### src/rtl/shot_collision_detector.sv
// Per-slot shot/enemy and shot/tower overlap accumulator for one video frame.
// Reports per-slot collision pulses at the frame boundary and keeps a saturating enemy-hit tally.
module shot_collision_detector #(
  parameter int MIN_OVERLAP_PIXELS = 4,
  parameter int HIT_COUNT_WIDTH    = 8
) (
  input  logic                       clk,
  input  logic                       reset,
  input  logic                       startOfFrame,
  input  logic                       pause,
  input  logic [2:0]                 shotDrawingRequests,
  input  logic                       enemyDrawingRequest,
  input  logic                       towerDrawingRequest,
  input  logic                       clearHits,
  output logic [2:0]                 shotEnemyCollision,
  output logic [2:0]                 shotTowerCollision,
  output logic [HIT_COUNT_WIDTH-1:0] hitCount,
  output logic                       frameHitValid
);

  localparam logic [0:0] ACCUM  = 1'b0;
  localparam logic [0:0] REPORT = 1'b1;
  localparam logic [7:0] MIN_OV = 8'(MIN_OVERLAP_PIXELS);
  localparam logic [7:0] CNT_MAX = 8'hFF;
  localparam logic [HIT_COUNT_WIDTH+1:0] HC_MAX = {2'b00, {HIT_COUNT_WIDTH{1'b1}}};

  logic [0:0]                 state;
  logic [2:0][7:0]            encnt;
  logic [2:0][7:0]            twcnt;
  logic                       take_frame;
  logic                       accumulate;
  logic [2:0]                 hit_e;
  logic [2:0]                 hit_t;
  logic [1:0]                 hit_pop;
  logic [HIT_COUNT_WIDTH+1:0] hc_sum;
  logic [HIT_COUNT_WIDTH-1:0] hc_sat;

  always_comb begin
    take_frame = (state == ACCUM) && startOfFrame && !pause;
    // In REPORT the strobe is ignored, so that cycle's overlaps belong to the new frame.
    accumulate = !pause && ((state == REPORT) || !startOfFrame);
    for (int i = 0; i < 3; i++) begin
      hit_e[i] = (encnt[i] >= MIN_OV);
      hit_t[i] = (twcnt[i] >= MIN_OV) && !hit_e[i];
    end
    hit_pop = 2'(shotEnemyCollision[0]) + 2'(shotEnemyCollision[1]) + 2'(shotEnemyCollision[2]);
    hc_sum  = {2'b00, hitCount} + {{HIT_COUNT_WIDTH{1'b0}}, hit_pop};
    if (hc_sum > HC_MAX) begin
      hc_sat = {HIT_COUNT_WIDTH{1'b1}};
    end else begin
      hc_sat = hc_sum[HIT_COUNT_WIDTH-1:0];
    end
  end

  always_ff @(posedge clk or posedge reset) begin
    if (reset) begin
      state              <= ACCUM;
      encnt              <= '0;
      twcnt              <= '0;
      shotEnemyCollision <= 3'b000;
      shotTowerCollision <= 3'b000;
      frameHitValid      <= 1'b0;
      hitCount           <= '0;
    end else begin
      state              <= take_frame ? REPORT : ACCUM;
      shotEnemyCollision <= take_frame ? hit_e : 3'b000;
      shotTowerCollision <= take_frame ? hit_t : 3'b000;
      frameHitValid      <= take_frame && (|{hit_e, hit_t});
      for (int i = 0; i < 3; i++) begin
        if (take_frame) begin
          encnt[i] <= 8'd0;
          twcnt[i] <= 8'd0;
        end else if (accumulate) begin
          if (shotDrawingRequests[i] && enemyDrawingRequest && (encnt[i] != CNT_MAX)) begin
            encnt[i] <= encnt[i] + 8'd1;
          end
          if (shotDrawingRequests[i] && towerDrawingRequest && (twcnt[i] != CNT_MAX)) begin
            twcnt[i] <= twcnt[i] + 8'd1;
          end
        end
      end
      // clearHits has priority, so a clear during REPORT drops that frame's hits.
      if (clearHits) begin
        hitCount <= '0;
      end else if (state == REPORT) begin
        hitCount <= hc_sat;
      end
    end
  end

endmodule

### config.mk
export PLATFORM = sky130hd
export DESIGN_NAME = shot_collision_detector
export DESIGN_NICKNAME = d
export VERILOG_FILES = /design/src/rtl/shot_collision_detector.sv
export SDC_FILE = /design/constraint.sdc
export NUM_CORES = 1
export LEC_CHECK = 0
export CAP_MARGIN = 20
export CORE_ASPECT_RATIO = 0.75
export CORE_UTILIZATION = 54
export CTS_CLUSTER_DIAMETER = 150
export DETAILED_ROUTE_END_ITERATION = 8
export PLACE_DENSITY = 0.8
export SLEW_MARGIN = 20
export SYNTH_ARGS = -nofsm -noshare
export SYNTH_HDL_FRONTEND = slang
export SYNTH_SLANG_ARGS = --single-unit
### constraint.sdc
create_clock -name clk -period 4.1 [get_ports clk]
set_clock_uncertainty 0.2 [all_clocks]
set_input_delay 1.23 -clock clk [delete_from_list [all_inputs] [get_ports clk]]
set_output_delay 1.23 -clock clk [all_outputs]
set_load 0.01 [all_outputs]
==> impl_metrics.tcl, run 1 <==
set metrics [dict create \
    start_util_pct 56.3 \
    rrSetupSlack_ns 1.26 \
    p_sw_mw 0.359 \
    fp.dieArea_um2 6910 \
    finalSetupViolCount 0 \
    swShare_pct 25.6 \
    syn_nets 399 \
    min_path_cells 2 \
    p_int_mw 1.04 \
    rr_worst_depth 7 \
    io_buffers 24 \
    critPathKind "input pin to flip-flop" \
    endpoint_kind "flip-flop" \
    ys_ff_latch 64 \
    power_leakage_nw 1.78 \
    drive_gt1_share_pct 6.95 \
    finalSetupTns_ns 0 \
    grt_pass1_vias 2700 \
    rr_endpoint "hitCount[0]$_DFFE_PP0P_" \
    insertedDiodeCount 0 \
    crit_chain "clkdlybuf4s50_1, nand3b_1, a21o_1, or4_1, a21oi_1" \
    rsz0062_at_grt "false" \
    yosysWarnings 0 \
    slew_viol_final 0 \
    postPlaceCellArea_um2 3860 \
    ir_worst_vdd_mv 0.184 \
    cp-start-kind "input pin" \
    grt_pass1_wl_um 12600 \
    syn-cell-area_um2 3550 \
    gp_congestion 0.867 \
    finalHoldViolCount 0 \
    startpoint "pause" \
    ant_nets 0 \
    drc_errors 0 \
    crit_fanout 12 \
    io_pins 25 \
    regArea_um2 1600 \
    slowest_delay_ns 0.63 \
    multi_input_area_um2 1800 \
    slowest_stage "clkdlybuf4s50_1" \
    period_minus_slack_ns 3.06 \
    syn_to_final_growth_pct 14.3 \
    hpwl_um 5140 \
    cts_hold_buffers 0 \
    via_count 2941 \
    cts_root_buf "clkbuf_8" \
    cp.arrival_ns 3.13 \
    whs_ns 0.364 \
    hp-start "twcnt[6]$_DFFE_PP0P_" \
    grt_start_max_net_pins 65 \
    regToRegStartpoint "shotEnemyCollision[0]$_DFF_PP0_" \
    final_util_pct 64.3 \
    hold_class "flip-flop to flip-flop" \
    tightestPinTransition_ns 0.562 \
    track_usage_pct 24.1 \
    drtIter0Drc 163 \
    cts_setup_buffers 0 \
    die_h_um 72.3 \
    synth_ff_type "dfrtp_1" \
    antenna_found_initial 0 \
    cts.clk_slew.worst_paths_ns 0.07 \
    wl_um 7590 \
    cts_tree "yes" \
    cts_buffer_depth 2 \
    htree_num_levels 3 \
    p_comb_share_pct 10.2 \
    grt_overflow 0 \
    clk-insertion-delay-late_ns 0.34 \
    gr-usage-met1_pct 32.4 \
    fillers 521 \
    cts_resized 0 \
    synthCells 373 \
    vias_per_cell 6.08 \
    dr.pass1.iters 5 \
    endpoint "twcnt[5]$_DFFE_PP0P_" \
    synth_edf_count 0 \
    power_density_nw_per_um2 345 \
    cp.required_ns 4.17 \
    synthDistinctLibCells 47 \
    num-nets-final 425 \
    p_seq_share_pct 49.3 \
    numCtsBuffers 9 \
    status "completed" \
    core_area_um2 6320 \
    busiest_layer "met2" \
    synth-seq-area-share_pct 45.1 \
    fin_crit_sh_pct 74.6 \
    routedWlPerCell_um 15.7 \
    pwr-share-clk_pct 40.4 \
    grt_util_met2_pct 37.3 \
    fmax_ghz 0.327 \
    synth_area_per_cell_um2 9.53 \
    cts.sink_count 64 \
    fp.dieW_um 95.7 \
    maxSlewHeadroom_pct 62.5 \
    rows 25 \
    design_area_um2 4060 \
    synth-async-reset-ratio_pct 100 \
    met3_usage_pct 5.87 \
    maxCapViolCount 0 \
]
logic make-up (layout without fill, tap and decap cells):
logic type | count (synthesis) | after routing | synth area share [%]
XOR/XNOR | 22 | 22 | 5.42
flip-flops | 64 | 64 | 45.1
AND/OR/NAND/NOR | 160 | 160 | 24.6
AO/OA/AOI/OAI | 71 | 71 | 12.8
adder cells (fa/ha/maj) | 16 | 16 | 6.05
buffers and inverters | 34 | 64 | 4.43
multiplexers | 6 | 6 | 1.69
cell usage after synthesis (2+ instances only):
library cell	count	share of area (%)
a21o_1	2	0.42
nor2b_1	2	0.35
or3_1	5	0.88
buf_1	4	0.42
nor2_1	42	4.4
nor4b_1	3	0.74
a211oi_1	13	2.7
ha_1	14	4.9
xnor2_1	15	3.7
and4_1	4	0.99
and3b_2	3	0.84
fa_1	2	1.1
and3_1	7	1.2
a21oi_1	21	3.0
nand3_1	18	2.5
o21ai_0	11	1.5
nor3b_1	2	0.42
nand4_1	9	1.6
mux2i_1	6	1.7
buf_6	4	1.3
nor4_1	6	1.1
nand2_1	32	3.4
nand4b_1	2	0.49
a311oi_1	3	0.74
o211ai_1	8	1.7
xor2_1	7	1.7
o31ai_1	5	1.1
inv_1	21	2.2
nand3b_1	4	0.84
dfrtp_1	64	45
o22ai_1	2	0.35
nor3_1	5	0.70
clkbuf_1	4	0.42
or4_1	10	2.1
flip-flops by register name, indices dropped and copies added (netlist names):
register            cells
state                   1
hitCount                8
twcnt                  24
shotEnemyCollision      3
frameHitValid           1
encnt                  24
shotTowerCollision      3
critical path: cells and delay by family:
family,cells,cell delay (ns)
AO/OA/AOI/OAI,2,0.44
buffers and inverters,1,0.63
AND/OR/NAND/NOR,2,0.83
cell type report:
cell class | count | area share [%]
Multi-Input combinational cell | 275 | 44.2
Sequential cell | 64 | 39.4
Timing Repair Buffer | 27 | 6.78
Clock buffer | 12 | 4.07
Tap cell | 81 | 2.50
Inverter | 22 | 2.03
Clock inverter | 3 | 0.986
cell usage in the layout (no fill, tap or decap), types with 9 or more instances in the layout:
cell type / netlist / layout
inv_1: 21 / 20
nor2_1: 42 / 42
a21oi_1: 21 / 21
o21ai_0: 11 / 11
clkbuf_8: 0 / 12
a211oi_1: 13 / 13
nand3_1: 18 / 18
nand4_1: 9 / 9
clkdlybuf4s50_1: 0 / 24
xnor2_1: 15 / 15
ha_1: 14 / 14
dfrtp_1: 64 / 64
nand2_1: 32 / 32
or4_1: 10 / 10
metrics by stage:
| stage | instances | total power, mW | setup slack, ns |
|---|---|---|---|
| 4_1_cts | 484 | 1.41 | 1.08 |
| 6_report | 484 | 1.40 | 1.04 |
| 3_3_place_gp | 469 | 0.836 | 0.770 |
| 5_1_grt | 484 | 1.46 | 0.943 |
| 3_5_place_dp | 469 | 0.847 | 0.705 |
| 2_1_floorplan | 373 | 0.798 | 1.07 |
metal layers:
layer / up-vias / wire length, um
li1: 1399 / -
met1: 1443 / 3580
met2: 85 / 3530
met3: 14 / 388
met4: 0 / 96
met5: - / 0
power groups by stage:
stage	registers, mW	logic, mW	clock network [mW]
5_1_grt	0.696	0.166	0.600
4_1_cts	0.691	0.145	0.578
2_1_floorplan	0.695	0.102	0
6_report	0.692	0.143	0.567
3_5_place_dp	0.702	0.144	0
3_3_place_gp	0.701	0.135	0
worst min path at each step:
| stage | to | slack, ns |
|---|---|---|
| detailed placement | encnt[9]$_DFFE_PP0P_ | 0.35 |
| global route | twcnt[6]$_DFFE_PP0P_ | 0.40 |
| global placement | encnt[1]$_DFFE_PP0P_ | 0.33 |
| finish | twcnt[6]$_DFFE_PP0P_ | 0.36 |
| CTS | twcnt[6]$_DFFE_PP0P_ | 0.37 |
| floorplan | encnt[1]$_DFFE_PP0P_ | 0.31 |
Note: power is estimated with default switching activity, not from simulation.
==> run 2: changes to the inputs <==
- CORE_UTILIZATION: 54 -> 53
- PLACE_DENSITY: 0.8 -> 0.82
- clock period: 4.1 -> 2.5 ns (I/O delays scaled with it)
==> impl_metrics.tcl, run 2 (synthesis gave the netlist of run 1 again) <==
set metrics [dict create \
    status "completed" \
    rows 25 \
    maxSlewHeadroom_pct 69.2 \
    grt_overflow 0 \
    fillers 504 \
    numCtsBuffers 9 \
    reg_top3 "encnt x24, twcnt x24, hitCount x8" \
    period_minus_slack_ns 2.43 \
    ir_worst_vdd_mv 0.357 \
    ant_nets 0 \
    fp.dieW_um 96.6 \
    htree_num_levels 3 \
    grt_pass1_wl_um 13000 \
    cts_buffer_depth 2 \
    finalSetupViolCount 0 \
    min_to "encnt[9]$_DFFE_PP0P_" \
    drtIter0Drc 195 \
    dpl_worst_slack_ns -0.161 \
    cts.clk_slew.worst_paths_ns 0.07 \
    regArea_um2 1600 \
    whs_ns 0.357 \
    final_common_cell "dfrtp_1" \
    cts_tree "yes" \
    tightestPinTransition_ns 0.458 \
    hp-start "encnt[9]$_DFFE_PP0P_" \
    num-nets-final 448 \
    power_density_nw_per_um2 560 \
    final_util_pct 67.0 \
    via_count 3001 \
    hold_class "flip-flop to flip-flop" \
    hpwl_um 5460 \
    slew_viol_final 0 \
    rsz0062_at_grt "true" \
    fin_cells 507 \
    min_path_cells 2 \
    vias_per_cell 5.92 \
    track_usage_pct 24.2 \
    cts_hold_buffers 0 \
    mostFrequentLayoutCells "dfrtp_1 (64), nor2_1 (41), nand2_1 (32)" \
    power_leakage_nw 1.90 \
    post-place-cells 490 \
    regToRegStartpoint "shotEnemyCollision[0]$_DFF_PP0_" \
    rr_endpoint "hitCount[1]$_DFFE_PP0P_" \
    gp_congestion 0.878 \
    routedWlPerCell_um 15.5 \
    finalHoldViolCount 0 \
    power.total_mw 2.39 \
    core_area_um2 6380 \
    cts.sink_count 64 \
    crit_fanout 6 \
    setup_ws_ns 0.0678 \
    fmax_ghz 0.411 \
    cts_root_buf "clkbuf_8" \
    drive_gt1_share_pct 12.4 \
    fin_crit_sh_pct 97.3 \
    io_buffers 24 \
    critPathKind "flip-flop to flip-flop" \
    fp.dieArea_um2 7040 \
    die_h_um 72.9 \
    wl_um 7850 \
    design_area_um2 4270 \
    grt_start_max_net_pins 65 \
    io_pins 25 \
    finalSetupTns_ns 0 \
    rr_worst_depth 8 \
    syn_to_final_growth_pct 20.2 \
    dr.pass1.iters 4 \
    insertedDiodeCount 0 \
    drc_errors 0 \
    cp-start-kind "flip-flop" \
    postPlaceCellArea_um2 4020 \
    cp.arrival_ns 2.48 \
    start_util_pct 55.7 \
    grt_pass1_vias 2788 \
    rrSetupSlack_ns 0.07 \
    multi_input_area_um2 1810 \
    clk-insertion-delay-late_ns 0.34 \
    cp.required_ns 2.55 \
    endpoint_kind "flip-flop" \
    maxCapViolCount 0 \
    antenna_found_initial 0 \
]
==> run 2: repair_timing <==
item / CTS / global route
setup endpoints to repair: 7 / 7
pin swaps: 2 / 1
hold endpoints to repair: 0 / 0
gates resized for setup: 3 / 2
buffers inserted: 2 / 0
==> run 2: final cells by class <==
cell class | count | area share (%)
flip-flops and latches | 64 | 37.5
well taps | 81 | 2.37
repair buffers | 50 | 10.6
inverters | 22 | 2.02
clock inverters | 3 | 1.52
clock buffers | 12 | 3.63
multi-input cells | 275 | 42.4
==> run 2: critical path, stage by stage (launching register included) <==
cell	delay [ns]
dfrtp_1	0.40
fa_1	0.54
ha_1	0.16
inv_1	0.06
fa_2	0.36
nor2_4	0.10
nand4_1	0.10
buf_6	0.15
a311oi_2	0.26
==> run 2: worst max-delay path by stage <==
stage          depth (start not counted)                             from  slack (ns)                      end
2_1_floorplan                          7  shotEnemyCollision[0]$_DFF_PP0_       0.006  hitCount[0]$_DFFE_PP0P_
3_3_place_gp                           5                            pause       -0.09    encnt[23]$_DFFE_PP0P_
3_5_place_dp                           7  shotEnemyCollision[0]$_DFF_PP0_       -0.16  hitCount[1]$_DFFE_PP0P_
4_1_cts                                8  shotEnemyCollision[0]$_DFF_PP0_        0.05  hitCount[1]$_DFFE_PP0P_
5_1_grt                                8  shotEnemyCollision[0]$_DFF_PP0_       -0.06  hitCount[1]$_DFFE_PP0P_
6_report                               8  shotEnemyCollision[0]$_DFF_PP0_        0.07  hitCount[1]$_DFFE_PP0P_
==> run 2: layer usage <==
metal	global-route usage [%]	wire, um	part of all wire [%]	vias to the layer above
met2	37.9	3640	46	68
met1	33.4	3780	48	1482
met3	7.08	353	4.5	11
li1	-	-	-	1440
met4	5.23	76	0.97	0
met5	0	0	0	-
==> run 2: where the power goes <==
part	internal, mW	switching [mW]
clock	0.610	0.391
sequential	1.08	0.0503
combinational	0.112	0.147
total	1.80	0.588
